## src/rtl/dnn_fxp_pkg.sv

```systemverilog
// -----------------------------------------------------------------------------
// dnn_fxp_pkg
// Shared fixed-point helpers for the DNN datapath blocks.
//   - state_t      : control states of the serial delta stage
//   - frac_bits()  : fraction bits of a signed word (width - int_bits - 1)
//   - fxp_max()    : largest representable value of a signed word of 'width'
//   - fxp_min()    : smallest representable value of a signed word of 'width'
// The min/max helpers return a 64-bit value, so product words up to 64 bits
// (i.e. operand widths up to 32 bits) can be compared against them.
// -----------------------------------------------------------------------------
package dnn_fxp_pkg;

  localparam int DEF_WIDTH    = 12;
  localparam int DEF_INT_BITS = 3;

  typedef enum logic [1:0] {
    ST_IDLE = 2'd0,
    ST_CALC = 2'd1,
    ST_DONE = 2'd2
  } state_t;

  function automatic int frac_bits(input int width, input int int_bits);
    return width - int_bits - 1;
  endfunction

  function automatic longint fxp_max(input int width);
    return (longint'(1) <<< (width - 1)) - longint'(1);
  endfunction

  function automatic longint fxp_min(input int width);
    return -(longint'(1) <<< (width - 1));
  endfunction

endpackage

```

## src/rtl/fxp_mul_sat.sv

```systemverilog
// -----------------------------------------------------------------------------
// fxp_mul_sat
// Combinational signed fixed-point multiply with saturation.
//   y = sat( (a * b) >>> F )
// The shift is arithmetic, so the result truncates toward -inf (no rounding).
// Ports:
//   i_a, i_b : signed W-bit operands, F fraction bits each
//   o_y      : signed W-bit result, F fraction bits
//   o_sat    : high when the result was clamped to max/min
// -----------------------------------------------------------------------------
module fxp_mul_sat
  import dnn_fxp_pkg::*;
#(
  parameter int W = DEF_WIDTH,
  parameter int F = frac_bits(DEF_WIDTH, DEF_INT_BITS)
) (
  input  logic signed [W-1:0] i_a,
  input  logic signed [W-1:0] i_b,
  output logic signed [W-1:0] o_y,
  output logic                o_sat
);

  localparam int PW = 2 * W;

  localparam longint MAX_L = fxp_max(W);
  localparam longint MIN_L = fxp_min(W);

  // Limits expressed at product width so the comparison stays fully signed.
  localparam logic signed [PW-1:0] Q_MAX = PW'(MAX_L);
  localparam logic signed [PW-1:0] Q_MIN = PW'(MIN_L);

  logic signed [PW-1:0] w_a_ext;
  logic signed [PW-1:0] w_b_ext;
  logic signed [PW-1:0] w_p;
  logic signed [PW-1:0] w_q;

  // Explicit sign extension keeps the full 2W-bit product exact.
  assign w_a_ext = {{W{i_a[W-1]}}, i_a};
  assign w_b_ext = {{W{i_b[W-1]}}, i_b};
  assign w_p     = w_a_ext * w_b_ext;
  assign w_q     = w_p >>> F;

  always_comb begin
    o_y   = w_q[W-1:0];
    o_sat = 1'b0;
    if (w_q > Q_MAX) begin
      o_y   = Q_MAX[W-1:0];
      o_sat = 1'b1;
    end else if (w_q < Q_MIN) begin
      o_y   = Q_MIN[W-1:0];
      o_sat = 1'b1;
    end
  end

endmodule

```

## src/rtl/delta_out_serial.sv

```systemverilog
// -----------------------------------------------------------------------------
// delta_out_serial
// Output-layer delta stage: d[i] = c[i] * sp[i] (signed fixed point, saturating)
// computed with a single shared multiplier, one element per cycle.
// Ports:
//   clk, reset          : clock (rising edge) and asynchronous active-high reset
//   in_valid / in_ready : input handshake for the c/sp vectors
//   c[z], sp[z]         : cost terms and sigmoid-derivative values
//   out_valid/out_ready : output handshake for the delta vector
//   d[z]                : registered output deltas
//   sat                 : some element of the current d was clamped
// Timing: out_valid rises z cycles after the accept edge. From DONE a new
// vector can be accepted on the release edge, giving one vector per z+1 cycles.
// -----------------------------------------------------------------------------
module delta_out_serial
  import dnn_fxp_pkg::*;
#(
  parameter int z        = 4,
  parameter int width    = DEF_WIDTH,
  parameter int int_bits = DEF_INT_BITS
) (
  input  logic                    clk,
  input  logic                    reset,
  input  logic                    in_valid,
  output logic                    in_ready,
  input  logic signed [width-1:0] c  [z],
  input  logic signed [width-1:0] sp [z],
  output logic                    out_valid,
  input  logic                    out_ready,
  output logic signed [width-1:0] d  [z],
  output logic                    sat
);

  localparam int F    = frac_bits(width, int_bits);
  localparam int IDXW = (z > 1) ? $clog2(z) : 1;
  localparam logic [IDXW-1:0] IDX_LAST = IDXW'(z - 1);

  state_t                  r_state;
  logic [IDXW-1:0]         r_idx;
  logic signed [width-1:0] r_c  [z];
  logic signed [width-1:0] r_sp [z];
  logic signed [width-1:0] r_d  [z];
  logic                    r_sat;

  logic signed [width-1:0] w_c_sel;
  logic signed [width-1:0] w_sp_sel;
  logic signed [width-1:0] w_y;
  logic                    w_sat;
  logic                    w_accept;

  // A new vector may enter from IDLE, or from DONE on the same edge the
  // consumer takes the current result.
  assign in_ready  = (r_state == ST_IDLE) | ((r_state == ST_DONE) & out_ready);
  assign out_valid = (r_state == ST_DONE);
  assign sat       = r_sat;
  assign w_accept  = in_valid & in_ready;

  assign w_c_sel  = r_c[r_idx];
  assign w_sp_sel = r_sp[r_idx];

  fxp_mul_sat #(
    .W (width),
    .F (F)
  ) u_mul (
    .i_a   (w_c_sel),
    .i_b   (w_sp_sel),
    .o_y   (w_y),
    .o_sat (w_sat)
  );

  always_ff @(posedge clk or posedge reset) begin
    if (reset) begin
      r_state <= ST_IDLE;
      r_idx   <= '0;
      r_sat   <= 1'b0;
      for (int i = 0; i < z; i++) begin
        r_c[i]  <= '0;
        r_sp[i] <= '0;
        r_d[i]  <= '0;
      end
    end else if (w_accept) begin
      // Only reachable from IDLE or DONE; inputs are snapshotted here so later
      // port activity cannot disturb the pass.
      for (int i = 0; i < z; i++) begin
        r_c[i]  <= c[i];
        r_sp[i] <= sp[i];
      end
      r_idx   <= '0;
      r_sat   <= 1'b0;
      r_state <= ST_CALC;
    end else begin
      case (r_state)
        ST_CALC: begin
          r_d[r_idx] <= w_y;
          if (w_sat) begin
            r_sat <= 1'b1;
          end
          if (r_idx == IDX_LAST) begin
            r_idx   <= '0;
            r_state <= ST_DONE;
          end else begin
            r_idx <= r_idx + 1'b1;
          end
        end
        ST_DONE: begin
          // Without a new vector, release drops out_valid; d is left as is.
          if (out_ready) begin
            r_state <= ST_IDLE;
          end
        end
        default: begin
          // IDLE without an accept: nothing changes.
        end
      endcase
    end
  end

  for (genvar gi = 0; gi < z; gi++) begin : g_dout
    assign d[gi] = r_d[gi];
  end

endmodule

```

## config.mk

```make
export PLATFORM = sky130hd
export DESIGN_NAME = delta_out_serial
export DESIGN_NICKNAME = d
export VERILOG_FILES = /design/src/rtl/dnn_fxp_pkg.sv /design/src/rtl/fxp_mul_sat.sv /design/src/rtl/delta_out_serial.sv
export SDC_FILE = /design/constraint.sdc
export NUM_CORES = 1
export LEC_CHECK = 0
export BUFFER_PORTS_ARGS = -buffer_cell sky130_fd_sc_hd__clkbuf_2
export CAP_MARGIN = 20
export CORE_ASPECT_RATIO = 0.7
export CORE_MARGIN = 10
export CORE_UTILIZATION = 45
export CTS_BUF_LIST = sky130_fd_sc_hd__clkbuf_4
export DETAILED_ROUTE_END_ITERATION = 7
export GPL_TIMING_DRIVEN = 1
export PLACE_DENSITY = 0.71
export SKIP_CTS_REPAIR_TIMING = 1
export SYNTH_ARGS = -nofsm -noshare
export SYNTH_HDL_FRONTEND = slang
export SYNTH_HIERARCHICAL = 1
export SYNTH_SLANG_ARGS = --single-unit
```

## constraint.sdc

```tcl
create_clock -name clk -period 19.9 [get_ports clk]
set_input_delay 0.995 -clock clk [delete_from_list [all_inputs] [get_ports clk]]
set_output_delay 0.995 -clock clk [all_outputs]
set_load 0.02 [all_outputs]
```

Yosys cells after proc, flatten, opt, wreduce, memory -nomap -nowiden
Cells that the tools add are included.
{"block": "word_totals", "wordCells": 62, "reg_bits": 149}
{"block": "classes", "n_eq_ne": 5, "reduce_logical": 8, "n_addsub": 1, "n_mux": 23, "n_bitwise": 5, "n_mul": 1, "order_cmp": 4}
{"operator": "12-bit 2-to-1 mux", "count": 7}
{"operator": "12-bit binary-select mux with 2-bit select", "count": 2}
{"operator": "48-bit bitwise mux", "count": 1}
{"operator": "12-bit demux with 2-bit select", "count": 1}
{"operator": "12-bit by 12-bit multiplier with 24-bit output", "count": 1}
{"operator": "16-bit by 12-bit > comparator with 1-bit output (second input constant)", "count": 1}
{"operator": "16-bit by 12-bit < comparator with 1-bit output (second input constant)", "count": 1}
{"operator": "2-bit 2-to-1 mux", "count": 6}
{"operator": "1-bit 2-to-1 mux", "count": 5}
{"operator": "2-bit equality test (second input constant)", "count": 2}
{"operator": "2-bit one-hot mux with 2 select lines", "count": 1}
{"operator": "2-bit AND reduction", "count": 2}
{"operator": "2-bit nonzero test", "count": 2}
{"operator": "3-bit >= comparator (second input constant)", "count": 1}
{"operator": "3-bit by 1-bit < comparator with 1-bit output (second input constant)", "count": 1}
{"operator": "3-bit by 1-bit inequality test with 1-bit output (second input constant)", "count": 1}
{"operator": "3-bit inequality test (second input constant)", "count": 1}
{"operator": "2-bit NOT with 3-bit output", "count": 1}
{"operator": "3-bit AND reduction", "count": 1}
{"operator": "3-bit nonzero test", "count": 1}
{"operator": "2-bit by 1-bit adder with 2-bit output (second input constant)", "count": 1}
{"operator": "1-bit bitwise AND", "count": 2}
{"operator": "2-bit by 1-bit equality test with 1-bit output (second input constant)", "count": 1}
{"operator": "2-bit zero test", "count": 1}
{"operator": "other kinds (3)", "count": 3}

Depth between registers and ports, before layout
Gate-level depths: netlist (run 1).
{"block": "depth", "depth_word": 11, "ltp_mapped": 28, "mapped_depth_nobuf": 24}

By module
The synthesis (run 1) kept the hierarchy.
{"module": "delta_out_serial", "area_each_um2": 6401.1, "seq_area_each_um2": 3728.6, "instances": 1, "cells_each": 369}
{"module": "fxp_mul_sat", "area_each_um2": 5759.3, "seq_area_each_um2": 0.0, "instances": 1, "cells_each": 664}

Worst setup path before layout (run 1)
OpenSTA, ideal clock, no wires.
{"block": "synth_path", "kind": "reg2reg", "startpoint": "register r_idx[0]", "endpoint": "register r_d (netlist bit d[10])", "path_slack_ns": 13.003, "stages_incl_launch_ff": 26, "setup_ns": 0.125, "t_arrival_ns": 6.772, "period_less_slack_ns": 6.897, "path_cell_list": "dfrtp_1 -> buf_2 -> buf_2 -> mux4_2 -> clkbuf_1 -> and2_1 -> fa_1 -> inv_1 -> fa_1 -> inv_1 -> fa_1 -> fa_1 -> inv_1 -> fa_1 -> inv_1 -> ha_1 -> buf_4 -> nand4_1 -> a21oi_1 -> nand3_1 -> a41oi_2 -> xor2_2 -> nor4_2 -> buf_6 -> o211ai_1 -> mux2_2"}
{"block": "synth_via", "elab_chain_cells": 9, "elab_cells_between_ends": 18}
{"item": "start: declaration", "line": "delta_out_serial.sv:39", "rtl": "logic [IDXW-1:0] r_idx;"}
{"item": "start signal: assignment", "line": "delta_out_serial.sv:102", "rtl": "r_idx <= r_idx + 1'b1;"}
{"item": "2-bit NOT with 3-bit output (implied by the code) *", "line": "delta_out_serial.sv:58", "rtl": "assign w_c_sel = r_c[r_idx];"}
{"item": "12-bit binary-select mux with 2-bit select *", "line": "delta_out_serial.sv:58"}
{"item": "12-bit 2-to-1 mux (implied by the code) * (2 in a row)", "line": "delta_out_serial.sv:58"}
{"item": "named net w_c_sel[4]", "line": "delta_out_serial.sv:45", "rtl": "logic signed [width-1:0] w_c_sel;"}
{"item": "12-bit by 12-bit multiplier with 24-bit output *", "line": "fxp_mul_sat.sv:40", "rtl": "assign w_p = w_a_ext * w_b_ext;"}
{"item": "16-bit by 12-bit < comparator with 1-bit output", "line": "fxp_mul_sat.sv:49", "rtl": "end else if (w_q < Q_MIN) begin"}
{"item": "12-bit 2-to-1 mux", "line": "fxp_mul_sat.sv:49"}
{"item": "12-bit 2-to-1 mux *", "line": "fxp_mul_sat.sv:46", "rtl": "if (w_q > Q_MAX) begin"}
{"item": "named net w_y[10]", "line": "delta_out_serial.sv:47", "rtl": "logic signed [width-1:0] w_y;"}
{"item": "48-bit bitwise mux *", "line": "delta_out_serial.sv:94", "rtl": "r_d[r_idx] <= w_y;"}
{"item": "end signal: indexed assignment", "line": "delta_out_serial.sv:94"}
{"item": "end: declaration", "line": "delta_out_serial.sv:42", "rtl": "logic signed [width-1:0] r_d [z];"}
Mark *: on every way through the listed nets, which the timed path passes. The rest lies on a longest branch. The select of a mux whose other input is x is not followed.
A chain may end at the register's enable or synchronous reset.

Worst setup path after layout (run 1)
{"block": "layout_path", "startpoint": "register r_idx[0]", "endpoint": "register r_d (netlist bit d[24])"}
{"block": "layout_via", "elab_chain_cells": 9, "elab_cells_between_ends": 18}
{"item": "2-bit NOT with 3-bit output (implied by the code) *", "line": "delta_out_serial.sv:59", "rtl": "assign w_sp_sel = r_sp[r_idx];"}
{"item": "12-bit binary-select mux with 2-bit select *", "line": "delta_out_serial.sv:59"}
{"item": "12-bit 2-to-1 mux (implied by the code) * (2 in a row)", "line": "delta_out_serial.sv:59"}
{"item": "named net w_sp_sel[6]", "line": "delta_out_serial.sv:46", "rtl": "logic signed [width-1:0] w_sp_sel;"}
{"item": "12-bit by 12-bit multiplier with 24-bit output *", "line": "fxp_mul_sat.sv:40"}
{"item": "16-bit by 12-bit < comparator with 1-bit output", "line": "fxp_mul_sat.sv:49"}
{"item": "12-bit 2-to-1 mux", "line": "fxp_mul_sat.sv:49"}
{"item": "12-bit 2-to-1 mux *", "line": "fxp_mul_sat.sv:46"}
{"item": "named net w_y[0]", "line": "delta_out_serial.sv:47"}
{"item": "48-bit bitwise mux *", "line": "delta_out_serial.sv:94"}
Marks and branches as above.

==> flow_summary.yaml, run 1 <==
status:
  status: "completed"
worst_setup_path:
  r2r_start: "r_idx[0]$_DFFE_PP0P_"
  crit_fanout: 28
  cp-startpoint: "r_idx[0]$_DFFE_PP0P_"
  required_ns: 20.42
  r2r_cells: 19
  critPathLaunchType: "flip-flop"
  critPathSlowestCell: "dfrtp_2"
  critPathArrivalTime_ns: 8.03
  cpMostUsedCell: "fa_1"
  r2r_slack_ns: 12.38
  endpoint_kind: "flip-flop"
  cp-endpoint: "d[24]$_DFFE_PP0P_"
  max_stage_delay_ns: 1.02
  path_cells: "mux4_2 > and2_1 > fa_1 > inv_1 > fa_1 > inv_1 > fa_1 > fa_1 > inv_1 > fa_1 > inv_1 > ha_1 > nand3_1 > o211a_1 > o31ai_4 > mux2i_2 > a31oi_4 > o32ai_2 > mux2_2"
  path_class: "reg -> reg"
  r2r_end: "d[24]$_DFFE_PP0P_"
timing:
  finalCriticalPeriod_ns: 7.52
  fin_tns_setup_ns: 0
  finalMaxSlewViolations: 0
  max-slew-margin-rel_pct: 32.0
  hold_slack_ns: 0.521
  rsz0062_at_grt: "false"
  finClkSkew_ns: 0.0286
  finalCritPeriodShare_pct: 37.8
  finalSetupViolCount: 0
  worst_pin_slew_ns: 1.02
  hold_viol_final: 0
  max_freq_ghz: 0.133
route:
  wl_um: 27600
  viasPerCell: 5.18
  routedWlPerCell_um: 18.0
  drtAntennaViolNets: 0
  first_pass_iters: 5
  drtIter0Drc: 484
  num_vias: 7970
  drc: 0
clock_network:
  clk_pin_slew_worst_paths_ns: 0.15
  cts_buffers: 17
  cts_tree: "done"
  ctsHtreeMaxLevel: 4
  clk_root_buffer_cell: "clkbuf_4"
  clk_path_buf_depth: 2
  clock-sinks: 149
  clk_latency_ns: 0.60
logic_synthesis:
  synth_top_area_cell: "dfrtp_1"
  ys_ff_latch: 149
  syn_area_per_cell_um2: 11.8
  synth_seq_area_share_pct: 30.7
  ys_warn_count: 6
  yosys.area.top_type_share_pct: 30.7
  synth_cell_types: 62
  yosysMostFrequentCell: "inv_1"
  synth_common_cells: "175 x inv_1, 149 x dfrtp_1, 136 x fa_1, 108 x nand2_1, 106 x mux2_2"
  synth_flop_cell: "dfrtp_1"
  syn_area_um2: 12200
  synth_area_leaders: "dfrtp_1 31%, fa_1 22%, mux2_2 9.8%"
  synthCells: 1033
  synthArstFlopShare_pct: 100
  synth_edf_count: 0
  syn_nets: 1321
die:
  fp.dieArea_um2: 34100
  ios: 151
  die_h_um: 158
  rows: 50
  initial_core_util_pct: 45.6
  core_um2: 26700
  die_x_um: 216
layout:
  fill_cells: 2398
  regArea_um2: 3730
  final_nets: 1449
  multi_input_area_um2: 7520
  synthToLayoutAreaGrowth_pct: 10.7
  drive_gt1_share_pct: 32.5
  diodes: 0
placed_design:
  port_buffers: 150
  dp_hpwl_um: 21900
  routabilityCongestion: 0.898
worst_hold_path:
  worstHoldPathType: "reg -> reg"
run:
  cap_violations: 0
global_routing:
  grt_pass1_wl_um: 47000
  grt_max_degree: 87
  grt_pass1_vias: 9095
  gr-usage-all-layers_pct: 17.2
  grt_overflow: 0
  antenna_found_initial: 0
-- area by class of cell --
type	count	share of cell area, %
timing repair buffer	155	5.86
clock inverter	15	1.25
inverter	177	4.97
clock buffer	17	0.948
multi-input combinational	661	55.9
tap	364	3.38
sequential	149	27.7
-- flip-flops by register name (all words and copies together), names as in the netlist --
register  count
d            48
r_c          48
r_sp         48
sat           1
r_idx         2
r_state       2
-- critical path: cells and delay by family (launching register included) --
family / cells / cell delay, ns
muxes: 3 / 1.46
buffers and inverters: 4 / 0.20
adders and majority gates: 6 / 3.04
DFF: 1 / 1.02
and+or+nand+nor: 2 / 0.41
AOI/OAI and AO/OA: 4 / 1.26
-- cells by family (layout without fill, tap and decap cells) --
group	after synthesis	count (layout)	synth area share, %
buffers and inverters	223	364	7.51
AND/OR/NAND/NOR	204	204	7.95
XOR/XNOR	24	24	1.91
multiplexers	172	172	19.4
adder cells (fa/ha/maj)	188	188	27.7
AO/OA/AOI/OAI	73	73	4.83
flip-flops	149	149	30.7
-- layer usage --
| layer | global-route usage [%] | up-vias | share of wire, % |
|---|---|---|---|
| met5 | 0 | - | 0 |
| met4 | 4.05 | 0 | 1.1 |
| met3 | 4.24 | 24 | 5.1 |
| met2 | 28.5 | 172 | 49 |
| met1 | 22.5 | 4168 | 45 |
| li1 | - | 3606 | - |
-- cell usage in the layout (no fill, tap or decap), types with 3 or more instances in the layout --
| cell type | count |
|---|---|
| clkbuf_4 | 17 |
| nor2_1 | 23 |
| nand2_1 | 108 |
| o21ai_0 | 9 |
| and3_1 | 3 |
| buf_4 | 5 |
| a211oi_2 | 3 |
| dfrtp_1 | 148 |
| inv_8 | 4 |
| o211ai_1 | 4 |
| o22ai_1 | 4 |
| xnor2_1 | 15 |
| o21ai_1 | 3 |
| ha_1 | 52 |
| nand2b_1 | 6 |
| nor2b_1 | 3 |
| a21o_1 | 5 |
| inv_6 | 4 |
| nand3_1 | 9 |
| nand4_1 | 4 |
| mux2_2 | 106 |
| nor3_1 | 3 |
| clkbuf_2 | 150 |
| fa_1 | 136 |
| and2_1 | 37 |
| xor2_1 | 6 |
| a41oi_1 | 4 |
| mux4_2 | 24 |
| a21oi_1 | 18 |
| mux2_4 | 40 |
| inv_1 | 174 |
-- metrics by stage --
step / area (µm²) / instances / setup slack [ns] / utilization [%]
finish: 13500 / 1538 / 12.38 / 50.5
global route: 13500 / 1538 / 11.99 / 50.5
CTS: 13500 / 1538 / 12.35 / 50.5
detailed placement: 13200 / 1506 / 12.40 / 49.4
global placement: 13200 / 1506 / 12.47 / 49.4
floorplan: 12200 / 1033 / 13.00 / -
-- worst min-delay path by stage --
stage                                     from                   end  depth (start not counted)
after floorplan            r_c[12]$_DFFE_PP0P_   r_c[12]$_DFFE_PP0P_                          1
after global placement     r_c[33]$_DFFE_PP0P_   r_c[33]$_DFFE_PP0P_                          1
after detailed placement  r_sp[15]$_DFFE_PP0P_  r_sp[15]$_DFFE_PP0P_                          1
after CTS                                reset     d[22]$_DFFE_PP0P_                          2
after global routing                     reset     d[10]$_DFFE_PP0P_                          2
final                      r_c[18]$_DFFE_PP0P_   r_c[18]$_DFFE_PP0P_                          1
Power of run 1 is left out: the tool's default activity adds up to more than one toggle a clock period on the data nets, which glitch-free logic cannot reach.
==> inputs of run 2 (changes only) <==
--- a/config.mk
+++ b/config.mk
@@ -5,6 +5,7 @@
 export SDC_FILE = /design/constraint.sdc
 export NUM_CORES = 1
 export LEC_CHECK = 0
+export ABC_AREA = 1
 export BUFFER_PORTS_ARGS = -buffer_cell sky130_fd_sc_hd__clkbuf_2
 export CAP_MARGIN = 20
 export CORE_ASPECT_RATIO = 0.7
@@ -13,7 +14,7 @@
 export CTS_BUF_LIST = sky130_fd_sc_hd__clkbuf_4
 export DETAILED_ROUTE_END_ITERATION = 7
 export GPL_TIMING_DRIVEN = 1
-export PLACE_DENSITY = 0.71
+export PLACE_DENSITY = 0.74
 export SKIP_CTS_REPAIR_TIMING = 1
 export SYNTH_ARGS = -nofsm -noshare
 export SYNTH_HDL_FRONTEND = slang
==> constraint.sdc (replaced) <==
create_clock -name clk -period 6.85 [get_ports clk]
set_input_delay 0.3425 -clock clk [delete_from_list [all_inputs] [get_ports clk]]
set_output_delay 0.3425 -clock clk [all_outputs]
set_load 0.02 [all_outputs]
==> flow_summary.yaml, run 2 <==
status:
  status: "completed"
global_routing:
  grt_max_degree: 99
  gr-usage-all-layers_pct: 19.2
  grt_pass1_vias: 10900
  antenna_found_initial: 1
  grt_pass1_wl_um: 55900
  grt_overflow: 0
pwr:
  powerDensity_nw_per_um2: 106
  finalPower_mw: 1.57
  peakVddDrop_v: 0.000107
  p_leak_nw: 8.74
clock_network:
  clk_latency_ns: 0.58
  clk_pin_slew_worst_paths_ns: 0.15
  cts_tree: "done"
  ctsHtreeMaxLevel: 4
  clk_path_buf_depth: 2
  clock-sinks: 149
  clk_root_buffer_cell: "clkbuf_4"
  cts_buffers: 17
placed_design:
  dp_hpwl_um: 26500
  dp.cells: 2070
  place_area_um2: 13800
  routabilityCongestion: 0.955
  port_buffers: 150
  pre_cts_slack_ns: 0.247
layout:
  final_common_cell: "nand2_1"
  regArea_um2: 3730
  synthToLayoutAreaGrowth_pct: 16.3
  final_cell_mix: "551 x nand2_1, 308 x inv_1, 149 x dfrtp_1, 149 x clkbuf_2, 134 x fa_1"
  fin_area_um2: 14800
  fill_cells: 2555
  multi_input_area_um2: 7460
  drive_gt1_share_pct: 14.5
  final_cell_count_no_fill: 2168
  final_nets: 2072
  final_util_pct: 53.3
logic_synthesis:
  yosysMostFrequentCell: "nand2_1"
  synth_edf_count: 0
  synth_flop_cell: "dfrtp_1"
  synth_cell_types: 41
  ys_warn_count: 6
  ys_ff_latch: 149
  synth_common_cells: "561 x nand2_1, 309 x inv_1, 149 x dfrtp_1, 136 x fa_1, 98 x nand4_1"
  synth_seq_area_share_pct: 29.3
  synthCells: 1610
  syn_nets: 1898
  synth_area_leaders: "dfrtp_1 29%, fa_1 21%, nand2_1 17%"
  yosys.area.top_type_share_pct: 29.3
  synth_top_area_cell: "dfrtp_1"
  syn_area_um2: 12700
  syn_area_per_cell_um2: 7.91
  synthArstFlopShare_pct: 100
timing:
  hold_viol_final: 0
  hold_slack_ns: 0.00748
  setup_ws_ns: 0.291
  finalCritPeriodShare_pct: 95.7
  finalSetupViolCount: 0
  fin_tns_setup_ns: 0
  max_freq_ghz: 0.152
  worst_pin_slew_ns: 0.937
  max-slew-margin-rel_pct: 37.5
  finalCriticalPeriod_ns: 6.56
  finClkSkew_ns: 0.0318
  finalMaxSlewViolations: 0
die:
  die_x_um: 221
  die_h_um: 161
  core_um2: 27800
  fp.dieArea_um2: 35500
  initial_core_util_pct: 45.8
  rows: 51
  ios: 151
worst_hold_path:
  worstHoldPathType: "in -> reg"
  whs_path_depth: 3
route:
  routedWlPerCell_um: 15.6
  num_vias: 11100
  drc: 0
  wl_um: 33900
  drtIter0Drc: 1015
  first_pass_iters: 5
  drtAntennaViolNets: 0
  viasPerCell: 5.10
worst_setup_path:
  crit_fanout: 47
  r2r_cells: 27
  path_class: "reg -> reg"
  critPathLaunchType: "flip-flop"
  critPathArrivalTime_ns: 7.02
  required_ns: 7.31
  endpoint_kind: "flip-flop"
run:
  cap_violations: 0
==> run 2: power by group <==
group          switching (mW)  internal [mW]
sequential                  0          0.880
combinational          0.0471         0.0445
clock                   0.367          0.227
total                   0.414           1.15
==> run 2: worst paths after layout <==
| kind | from | end | slack [ns] |
|---|---|---|---|
| max | r_idx[0]$_DFFE_PP0P_ | d[8]$_DFFE_PP0P_ | 0.29 |
| min | c[8] | r_c[8]$_DFFE_PP0P_ | 0.007 |
| max reg2reg | r_idx[0]$_DFFE_PP0P_ | d[8]$_DFFE_PP0P_ | 0.29 |
| min reg2reg | r_sp[6]$_DFFE_PP0P_ | r_sp[6]$_DFFE_PP0P_ | 0.49 |
| max in group asynchronous | reset | r_sp[28]$_DFFE_PP0P_ | 4.99 |
| min in group asynchronous | reset | d[40]$_DFFE_PP0P_ | 0.40 |
==> run 2: cell families (layout without fill, tap and decap cells) <==
group	count (synthesis)	after routing	synth area share (%)
simple gates	722	722	24.1
fa+ha+maj	188	188	26.5
flops	149	149	29.3
xor+xnor	20	20	1.49
compound gates	124	124	6.00
other cells	0	1	0
buf+inv	407	593	12.7
==> run 2: area by class of cell <==
cell class                      instances  share of cell area (%)
Multi-Input combinational cell       1054                    50.3
Sequential cell                       149                    25.2
Timing Repair Buffer                  247                    11.3
Inverter                              315                    8.03
Tap cell                              371                    3.13
Clock inverter                         14                    1.16
Clock buffer                           17                   0.861
Antenna cell                            1                  0.0169
==> run 2: worst max-delay path: stages, from the launching register on <==
cell      delay [ns]
dfrtp_1         0.45
inv_2           0.12
buf_12          0.22
o211ai_1        0.13
nand2_1         0.44
nand2_1         0.17
fa_1            0.57
inv_1           0.06
fa_1            0.57
fa_1            0.45
fa_1            0.49
inv_1           0.05
fa_1            0.52
inv_1           0.04
ha_1            0.34
nand2_1         0.18
inv_1           0.11
a21oi_1         0.25
nor2_1          0.11
nor2_1          0.16
nand2_1         0.07
nand2_1         0.08
nand3_1         0.12
o21ai_4         0.27
buf_4           0.19
nand2_1         0.05
inv_1           0.09
o21ai_0         0.12
==> run 2: metal layers <==
metal | wire length, µm | GRT usage [%]
met5 | 0 | 0
met4 | 539 | 4.72
met3 | 2560 | 4.59
met2 | 15700 | 29.9
met1 | 15100 | 26.2
(Power assumes the default switching activity.)
==> inputs of run 3 (changes only) <==
--- a/config.mk
+++ b/config.mk
@@ -8,13 +8,14 @@
 export ABC_AREA = 1
 export BUFFER_PORTS_ARGS = -buffer_cell sky130_fd_sc_hd__clkbuf_2
 export CAP_MARGIN = 20
+export CELL_PAD_IN_SITES_DETAIL_PLACEMENT = 1
+export CELL_PAD_IN_SITES_GLOBAL_PLACEMENT = 2
 export CORE_ASPECT_RATIO = 0.7
 export CORE_MARGIN = 10
-export CORE_UTILIZATION = 45
-export CTS_BUF_LIST = sky130_fd_sc_hd__clkbuf_4
+export CORE_UTILIZATION = 32
 export DETAILED_ROUTE_END_ITERATION = 7
 export GPL_TIMING_DRIVEN = 1
-export PLACE_DENSITY = 0.74
+export PLACE_DENSITY = 0.85
 export SKIP_CTS_REPAIR_TIMING = 1
 export SYNTH_ARGS = -nofsm -noshare
 export SYNTH_HDL_FRONTEND = slang
==> flow_summary.yaml, run 3 (synthesis gave the netlist of run 2 again) <==
route:
  drtAntennaViolNets: 0
  num_vias: 10800
  routedWlPerCell_um: 17.2
  viasPerCell: 4.76
  drc: 0
  wl_um: 39300
  drtIter0Drc: 620
  first_pass_iters: 5
die:
  die_x_um: 258
  initial_core_util_pct: 32.2
  rows: 61
  fp.dieArea_um2: 48300
  ios: 151
  die_h_um: 187
  core_um2: 39500
clock_network:
  clock-sinks: 149
  ctsHtreeMaxLevel: 4
  clk_path_buf_depth: 2
  clk_latency_ns: 0.45
  cts_buffers: 17
  clk_pin_slew_worst_paths_ns: 0.07
  cts_tree: "done"
  clk_root_buffer_cell: "clkbuf_16"
layout:
  fill_cells: 4862
  final_cell_mix: "543 x nand2_1, 307 x inv_1, 149 x clkbuf_2, 148 x dfrtp_1, 133 x fa_1"
  diodes: 0
  final_common_cell: "nand2_1"
  synthToLayoutAreaGrowth_pct: 16.5
  final_cell_count_no_fill: 2279
  final_nets: 2019
  final_util_pct: 37.5
  drive_gt1_share_pct: 16.3
timing:
  max-slew-margin-rel_pct: 30.1
  finalCritPeriodShare_pct: 95.0
  hold_viol_final: 0
  finalCriticalPeriod_ns: 6.50
  finalMaxSlewViolations: 0
  worst_pin_slew_ns: 1.05
  finalSetupViolCount: 0
  finClkSkew_ns: 0.0153
  max_freq_ghz: 0.154
  setup_ws_ns: 0.346
worst_setup_path:
  crit_fanout: 34
  max_stage_delay_ns: 0.54
  r2r_cells: 32
  required_ns: 7.18
  endpoint_kind: "flip-flop"
  critPathArrivalTime_ns: 6.83
  critPathSlowestCell: "fa_1"
  path_class: "reg -> reg"
  critPathLaunchType: "flip-flop"
  cpMostUsedCell: "inv_1"
status:
  status: "completed"
placed_design:
  pre_cts_slack_ns: 0.0946
  port_buffers: 150
  dp.cells: 2236
  routabilityCongestion: 0.912
  dp_hpwl_um: 30900
pwr:
  peakVddDrop_v: 0.000172
  intPower_mw: 1.45
  seqPwrFrac_pct: 45.5
  clock_power_share_pct: 51.1
  powerDensity_nw_per_um2: 130
  switching_share_pct: 24.8
  switching_power_mw: 0.479
  combPwrFrac_pct: 3.4
  p_leak_nw: 8.67
global_routing:
  grt_overflow: 0
  antenna_found_initial: 0
  grt_pass1_wl_um: 64700
  gr-usage-all-layers_pct: 16.6
  grt_max_degree: 101
  grt_pass1_vias: 12000
run:
  cap_violations: 0
worst_hold_path:
  worstHoldPathType: "in -> async"
## run 3: changes by cell type in the layout (fill, tap and decap cells not counted), moves of 4 or more
cell / previous run / this run
dlygate4sd3_1: 61 / 0
clkbuf_16: 0 / 18
clkbuf_4: 17 / 0
nand2_1: 551 / 543
nand2_2: 17 / 24
buf_4: 33 / 37
## run 3: final timing paths
kind	start	to	slack, ns
hold / removal	reset	d[43]$_DFFE_PP0P_	0.02
max in group asynchronous	reset	r_idx[0]$_DFFE_PP0P_	5.38
setup / recovery	r_idx[0]$_DFFE_PP0P_	d[17]$_DFFE_PP0P_	0.35
setup reg to reg	r_idx[0]$_DFFE_PP0P_	d[17]$_DFFE_PP0P_	0.35
min in group clk	c[42]	r_c[42]$_DFFE_PP0P_	0.13
hold reg to reg	r_c[11]$_DFFE_PP0P_	r_c[11]$_DFFE_PP0P_	0.47
## run 3: metal layers
layer,GRT usage [%],part of all wire (%),routed length (µm),vias to the layer above
met2,27.2,47,18600,156
met1,22.7,48,19000,5494
met3,2.83,3.4,1350,30
met4,3.20,0.99,388,0
met5,0,0,0,-
li1,-,-,-,5157
## run 3: metrics by stage
step / power (mW) / hold slack [ns] / TNS, ns / area [µm²]
floorplan: 0.925 / 0.442 / 0 / 12700
global placement: 0.961 / 0.456 / 0 / 14000
detailed placement: 0.963 / 0.460 / 0 / 14000
CTS: 1.95 / 0.0244 / 0 / 14600
global route: 2.00 / 0.0601 / -0.00176 / 14800
finish: 1.93 / 0.0156 / 0 / 14800
## run 3: final cells by class
cell class | count | area (µm²) | area share (%)
clock buffer | 17 | 425 | 2.87
clock inverter | 15 | 183 | 1.23
inverter | 315 | 1200 | 8.06
multi-input combinational | 1055 | 7510 | 50.6
sequential | 149 | 3730 | 25.1
tap | 535 | 669 | 4.51
timing repair buffer | 193 | 1140 | 7.65
## run 3: power by group through the flow
| stage | Sequential, mW | Combinational, mW | Clock, mW |
|---|---|---|---|
| 6_report | 0.879 | 0.0652 | 0.988 |
| 5_1_grt | 0.879 | 0.0739 | 1.05 |
| 4_1_cts | 0.879 | 0.0667 | 1.01 |
| 3_5_place_dp | 0.896 | 0.0666 | 0 |
| 3_3_place_gp | 0.896 | 0.0645 | 0 |
| 2_1_floorplan | 0.896 | 0.0288 | 0 |
## run 3: critical path, delay by kind of cell (launching register included)
| family | cells | cell delay, ns |
|---|---|---|
| AOI/OAI and AO/OA | 4 | 0.90 |
| DFF | 1 | 0.42 |
| buffers and inverters | 11 | 1.17 |
| adders and majority gates | 6 | 2.76 |
| and+or+nand+nor | 11 | 1.11 |
